===== src/rtl/fetch_unit.sv =====
// Instruction fetch unit: IDLE/FETCH/EXEC/HALT sequencer with PC update.
// Fetches over a req/ack memory port and selects the next PC in EXEC.
module fetch_unit #(
  parameter int PC_W    = 8,
  parameter int INSTR_W = 16
) (
  input  logic               Clk,
  input  logic               Reset_n,
  output logic [PC_W-1:0]    ImemAddr,
  output logic               ImemReq,
  input  logic               ImemAck,
  input  logic [INSTR_W-1:0] ImemData,
  input  logic               PCInc_Op,
  input  logic               Beq_Op,
  input  logic [1:0]         JiJr_Op,
  input  logic               Zero,
  input  logic [PC_W-1:0]    RegJmpAddr,
  input  logic               Stall,
  output logic [INSTR_W-1:0] Instr,
  output logic [3:0]         Oper,
  output logic               InstrValid,
  output logic [PC_W-1:0]    PC
);

  localparam logic [1:0] S_IDLE  = 2'd0;
  localparam logic [1:0] S_FETCH = 2'd1;
  localparam logic [1:0] S_EXEC  = 2'd2;
  localparam logic [1:0] S_HALT  = 2'd3;

  localparam logic [PC_W-1:0] PC_ONE = {{(PC_W-1){1'b0}}, 1'b1};

  logic [1:0]         r_state;
  logic [1:0]         w_state_nxt;
  logic [PC_W-1:0]    r_pc;
  logic [PC_W-1:0]    w_pc_nxt;
  logic [INSTR_W-1:0] r_instr;
  logic [INSTR_W-1:0] w_instr_nxt;
  logic [PC_W-1:0]    w_off;
  logic [PC_W-1:0]    w_pc_inc;
  logic [PC_W-1:0]    w_pc_br;

  // Branch offset is Instr[7:0], sign-extended or truncated to PC width
  if (PC_W > 8) begin : g_sx
    assign w_off = {{(PC_W-8){r_instr[7]}}, r_instr[7:0]};
  end else begin : g_tr
    assign w_off = r_instr[PC_W-1:0];
  end

  assign w_pc_inc = r_pc + PC_ONE;
  assign w_pc_br  = w_pc_inc + w_off;

  always_comb begin
    w_state_nxt = r_state;
    w_pc_nxt    = r_pc;
    w_instr_nxt = r_instr;
    unique case (r_state)
      S_IDLE: begin
        w_state_nxt = S_FETCH;
      end
      S_FETCH: begin
        if (ImemAck) begin
          w_instr_nxt = ImemData;
          w_state_nxt = S_EXEC;
        end
      end
      S_EXEC: begin
        if (!Stall) begin
          w_state_nxt = S_FETCH;
          if (JiJr_Op == 2'b01) begin
            w_pc_nxt = r_instr[PC_W-1:0];
          end else if (JiJr_Op == 2'b10) begin
            w_pc_nxt = RegJmpAddr;
          end else if (Beq_Op && Zero) begin
            w_pc_nxt = w_pc_br;
          end else if (Beq_Op || PCInc_Op) begin
            w_pc_nxt = w_pc_inc;
          end else begin
            w_state_nxt = S_HALT;
          end
        end
      end
      S_HALT: begin
        w_state_nxt = S_HALT;
      end
      default: begin
        w_state_nxt = S_IDLE;
      end
    endcase
  end

  always_ff @(posedge Clk or negedge Reset_n) begin
    if (!Reset_n) begin
      r_state <= S_IDLE;
      r_pc    <= '0;
      r_instr <= '0;
    end else begin
      r_state <= w_state_nxt;
      r_pc    <= w_pc_nxt;
      r_instr <= w_instr_nxt;
    end
  end

  // Handshake outputs come from registered state only
  assign ImemReq    = (r_state == S_FETCH);
  assign InstrValid = (r_state == S_EXEC);
  assign ImemAddr   = r_pc;
  assign PC         = r_pc;
  assign Instr      = r_instr;
  assign Oper       = r_instr[INSTR_W-1:INSTR_W-4];

endmodule


===== config.mk =====
export PLATFORM = sky130hd
export DESIGN_NAME = fetch_unit
export DESIGN_NICKNAME = d
export VERILOG_FILES = /design/src/rtl/fetch_unit.sv
export SDC_FILE = /design/constraint.sdc
export NUM_CORES = 1
export LEC_CHECK = 0
export CAP_MARGIN = 30
export CORE_MARGIN = 4
export CORE_UTILIZATION = 30
export CTS_BUF_LIST = sky130_fd_sc_hd__clkbuf_2
export DETAILED_ROUTE_END_ITERATION = 16
export HOLD_SLACK_MARGIN = 0.08
export SLEW_MARGIN = 20
export SYNTH_ARGS = -nofsm -noshare
export SYNTH_HDL_FRONTEND = slang
export SYNTH_SLANG_ARGS = --single-unit
export TNS_END_PERCENT = 5

===== constraint.sdc =====
create_clock -name Clk -period 2.15 [get_ports Clk]
set_clock_uncertainty 0.1 [all_clocks]
set_input_delay 0.3225 -clock Clk [delete_from_list [all_inputs] [get_ports Clk]]
set_output_delay 0.3225 -clock Clk [all_outputs]
set_load 0.01 [all_outputs]

## Word level (Yosys, flattened, before mapping)

Index checks and enable logic that the tools add are counted.
Widths: inputs -> output; s select.

- Register bits after elaboration: 26
- Output and inout bits: 38

- Equality and inequality tests: 7
- Add/subtract/negate cells: 2
- Reductions and logical operators: 7
- Muxes and demuxes: 11
- Bitwise logic cells: 1

Operators with widths:

| cell | number |
|---|---|
| $mux 8 | 4 |
| $mux 2 | 6 |
| $add 8x1->8 const B | 1 |
| $add 8x8->8 | 1 |
| $pmux 2 s4 | 1 |
| $eq 2x2->1 const B | 3 |
| $eq 2x1->1 const B | 2 |
| $reduce_and 2->1 | 2 |
| $reduce_bool 4->1 | 1 |
| $reduce_and 3->1 | 1 |
| $logic_not 2->1 | 1 |
| $ne 2x1->1 const B | 1 |
| $ne 2x2->1 const B | 1 |
| $logic_and 1x1->1 | 1 |
| $logic_or 1x1->1 | 1 |
| $not 1->1 | 1 |

## Logic depth before layout (Yosys ltp)

- Word-level depth: 7
- Gate-level depth with buffers: 9
- Mapped depth without buffers: 9

## Worst setup path after synthesis

Ideal clock, no wire load.

- Path type: flip-flop to flip-flop
- From: register r_pc[1] (netlist: ImemAddr[1])
- To: register r_pc[7] (netlist: ImemAddr[7])
- Library setup time: 120 ps
- Cell stages (with the launch flop): 9
- Path buffers: 0
- Setup slack: -210 ps
- Data required time: 1930 ps
- Data arrival time: 2140 ps
- Cells stage by stage: dfrtp_1 > ha_1 > nand3_1 > xnor2_1 > ha_1 > a21oi_1 > o211ai_1 > a221o_1 > o211a_1

- Word-level cells in the longest chain between the ends: 5
- Elaborated cells on any way between the ends: 6

RTL lines:

| element | RTL line | RTL |
|---|---|---|
| from (decl) | 34 | `logic [PC_W-1:0] r_pc;` |
| from (signal assigned) | 98 | `r_pc <= w_pc_nxt;` |
| $add 8x1->8 (*) | 49 | `assign w_pc_inc = r_pc + PC_ONE;` |
| $add 8x8->8 / $mux 8 (equally long branches) | 50, 75 |  |
| $mux 8 (*) | 73 | `end else if (Beq_Op && Zero) begin` |
| $mux 8 (*) | 71 | `end else if (JiJr_Op == 2'b10) begin` |
| $mux 8 (*) | 69 | `if (JiJr_Op == 2'b01) begin` |

Every way passes the cells marked *; elsewhere a longest branch is shown, timed or not. The select of a mux whose other input is x is not followed.
A chain may end at the register's enable or synchronous reset.

## Worst setup path after layout

- From: register r_pc[0] (netlist: ImemAddr[0])
- To: register r_pc[7] (netlist: ImemAddr[7])

Same word-level chain as after synthesis.

==> metrics.txt <==
status=complete, but fails checks; violations in the final reports=setup timing; most frequent standard cell in the layout excluding fill and tap cells=sky130_fd_sc_hd__clkdlybuf4s50_1; Final ANT Viol Nets=0; maximum VDD drop=0.670 mV; sequential fraction of the synthesis area=0.360; Final Cycle Share=1.06; number of buffers inserted by post-CTS setup repair=0; FILL cells=572; worst-path cell chain=ha_4, nand3_4, xnor2_4, ha_4, o211ai_1, o211a_1, a221o_1, o211a_1; FP Rows=28; worst path setup slack after routing=-0.133 ns; number of clock sinks=26; Crit. End Element=flip-flop; via count of the first global-routing pass=1778; Distinct cells, synth=42; layout cell share with drive strength beyond 1=0.293; global routing usage summed across all routing layers=0.141; GR Overflow Total=0; Setup CP Type=flip-flop to flip-flop; vias per inst=4.89; minimum clock period=~2.3 ns; grt met1 use=0.187; maximum achievable frequency=between 0.4 and 0.5 GHz; reg-to-reg critical path endpoint=ImemAddr[7]; total length of routed wires=between 5000 and 6000 µm; dpl ws=-0.178 ns; final hold violation count=0; combinational power share=0.757; switch share=0.406; Crit-path slowest cell=sky130_fd_sc_hd__dfrtp_2; Die Area=7330 µm²; routed wirelength normalized by instance count=14.3 µm; area growth from synthesis to layout=63.5%; post-synthesis average cell area=between 9 and 10 µm²; Setup-failing EPs final=2; io pins=just over 70; number of design-rule violations left by the first detailed-router iteration=59; power dissipated by switching net loads=1.94 mW; maximum number of pins on one net before global-route repair=27; destination of the critical timing path=ImemAddr[7]; async set-reset flop share out of synthesis=1.00; register-to-register path setup slack=-0.13 ns; count of synthesis-stage warnings from yosys=0; number of enable-type register cells in the synthesized netlist=0; Clock H-tree levels=1; post-synthesis cell count=184; start point of the critical path=ImemAddr[0]; CTS tree=built; leakage=1.25 nW; power per cell area=1610 nW/µm²; most used routing layer=met2; Cell Count, Final, Fillers Out=351; max-capacitance violation count=0; classification of the worst-slack hold path=input pin to asynchronous set/reset pin; DPL Wire Length=between 4000 and 5000 µm; Mapped Nets=229; global-route wire length before repair=8400 µm; number of antenna violations at the first check in global routing=0; transition at the pin with the smallest max-transition slack=0.367 ns; number of DRC violations after detailed routing=0; height of the die=85.6 µm; number of placed instances, taps included=347; library cell used as clock root buffer=sky130_fd_sc_hd__clkbuf_2; number of gates on the worst path with buffers counted=8; later-pin clock latency in the skew report=around 0.36 ns; required time reported for the critical path endpoint=2.34 ns; worst max-slew margin expressed relative to the limit=0.755; Final Max Slew Viols=0; sort of element at the start of the critical path=flip-flop; Port Buffers=70; DRT Pass-1 Iters=4; clock-pin transition on the worst setup and hold timing paths=0.25 ns; number of diodes added for antenna fixing=0; met3 track demand over resource in global routing=0.0365; initial standard-cell utilization of the core=0.307; critical path's largest stage delay=0.46 ns; synthesis-stage register bit count=26; proportion of power drawn by the clock network=0.040; core region area=~5900 µm²; vias after detailed routing=1718; worst path arrival time=2.48 ns; final weighted congestion of routability-driven global placement=slightly above 0.8; leading cell types in the layout, fill and taps excluded=69 x sky130_fd_sc_hd__clkdlybuf4s50_1, 33 x sky130_fd_sc_hd__buf_4, 21 x sky130_fd_sc_hd__dfrtp_1, 16 x sky130_fd_sc_hd__mux2_2, 12 x sky130_fd_sc_hd__nand2_1; Post-layout nets=322; Final Core Density=0.502; smallest hold slack=0.187 ns; post-cts hold buffer count=0; portion of total power attributed to sequential cells=0.203; number of cells on the worst reg-to-reg path=8; setup repair after global routing missed its margin=true; worst path buffer plus inverter count=0; Crit Reg-Reg Startpoint=ImemAddr[0]; Largest delay share family, worst path=compound AO/OA/AOI/OAI gates; total CTS buffers=3; Pint=2.83 mW; width of the chip=85.6 µm; maximum net fanout on the critical path=4; met2 Use GR=0.230; post-synthesis instance area=between 1500 and 2000 µm²; top flip-flop cell by instance count after synthesis=sky130_fd_sc_hd__dfrtp_1; clk buf depth=2
[sequential cells by signal (all words and copies together) (netlist names)]
signal	cells
Instr	16
ImemAddr	8
r_state	2
[stage by stage]
step,instance area (µm²),power [mW],TNS (ns)
final,2960,4.76,-0.146
after floorplan,1840,2.74,-0.0715
after global routing,2960,5.19,-0.516
after detailed placement,2780,4.14,-1.16
after CTS,2860,4.53,-0.174
after global placement,2780,4.10,-0.855
[power by group through the flow]
stage               Combinational [mW]  Clock (mW)  Sequential, mW
finish                            3.60       0.192           0.966
global route                      3.96       0.224            1.01
CTS                               3.37       0.208           0.953
detailed placement                3.19           0           0.955
global placement                  3.15           0           0.948
floorplan                         1.65           0            1.10
[cell families (layout without fill, tap and decap cells)]
kind of cell               after synthesis  in the layout  synth area share
buffers and inverters                   26            118            0.0824
and+or+nand+nor                         46             46             0.126
xor gates and xnor gates                 9              9            0.0436
AOI/OAI and AO/OA                       44             44             0.174
adders and majority gates               12             12            0.0872
muxes                                   21             21             0.127
DFF                                     26             26             0.360
[cell type report]
cell class / count / area, µm² / area share
flip-flops and latches: 26 / 657 / 0.222
multi-input cells: 132 / 1190 / 0.402
clock buffers: 3 / 15.0 / 0.00508
inverters: 10 / 37.5 / 0.0127
well taps: 75 / 93.8 / 0.0317
clock inverters: 1 / 3.75 / 0.00127
repair buffers: 104 / 962 / 0.325
[how the worst min path moves through the flow]
stage / end / cells after the start / slack (ns)
floorplan: ImemAddr[0] / 0 / -0.07
CTS: Instr[14] / 2 / 0.17
global placement: Instr[10] / 1 / 0.39
global route: Instr[8] / 2 / 0.16
detailed placement: Instr[10] / 1 / 0.40
finish: Instr[4] / 2 / 0.19
[cell usage after synthesis (2+ instances only)]
library cell / number / share of area
sky130_fd_sc_hd__o22ai_1: 2 / 0.0069
sky130_fd_sc_hd__mux2i_1: 5 / 0.028
sky130_fd_sc_hd__nor3_1: 2 / 0.0055
sky130_fd_sc_hd__nor2b_1: 2 / 0.0069
sky130_fd_sc_hd__dfrtp_1: 26 / 0.36
sky130_fd_sc_hd__a31oi_1: 3 / 0.010
sky130_fd_sc_hd__nor2_1: 11 / 0.023
sky130_fd_sc_hd__a21oi_1: 8 / 0.022
sky130_fd_sc_hd__mux2_2: 16 / 0.10
sky130_fd_sc_hd__buf_2: 2 / 0.0055
sky130_fd_sc_hd__o21ai_0: 11 / 0.030
sky130_fd_sc_hd__xor2_1: 4 / 0.019
sky130_fd_sc_hd__buf_4: 13 / 0.054
sky130_fd_sc_hd__nand3_1: 7 / 0.019
sky130_fd_sc_hd__nand2b_1: 5 / 0.017
sky130_fd_sc_hd__o211ai_1: 5 / 0.021
sky130_fd_sc_hd__o211a_1: 2 / 0.011
sky130_fd_sc_hd__a211oi_1: 2 / 0.0083
sky130_fd_sc_hd__nand2_1: 12 / 0.025
sky130_fd_sc_hd__inv_1: 10 / 0.021
sky130_fd_sc_hd__ha_1: 11 / 0.076
sky130_fd_sc_hd__xnor2_1: 5 / 0.024
[what timing repair did]
action	in CTS	in global routing
pin swaps	8	12
gates cloned	0	0
endpoints found under the setup margin	4	6
gates resized for setup	9	17
[per-layer routing]
metal  vias to the layer above  wire, µm
met3                        11       401
met2                        77      2270
li1                        835         -
met1                       795      2270
met4                         0        89
met5                         -         0
Note: power is estimated with default switching activity, not from simulation.
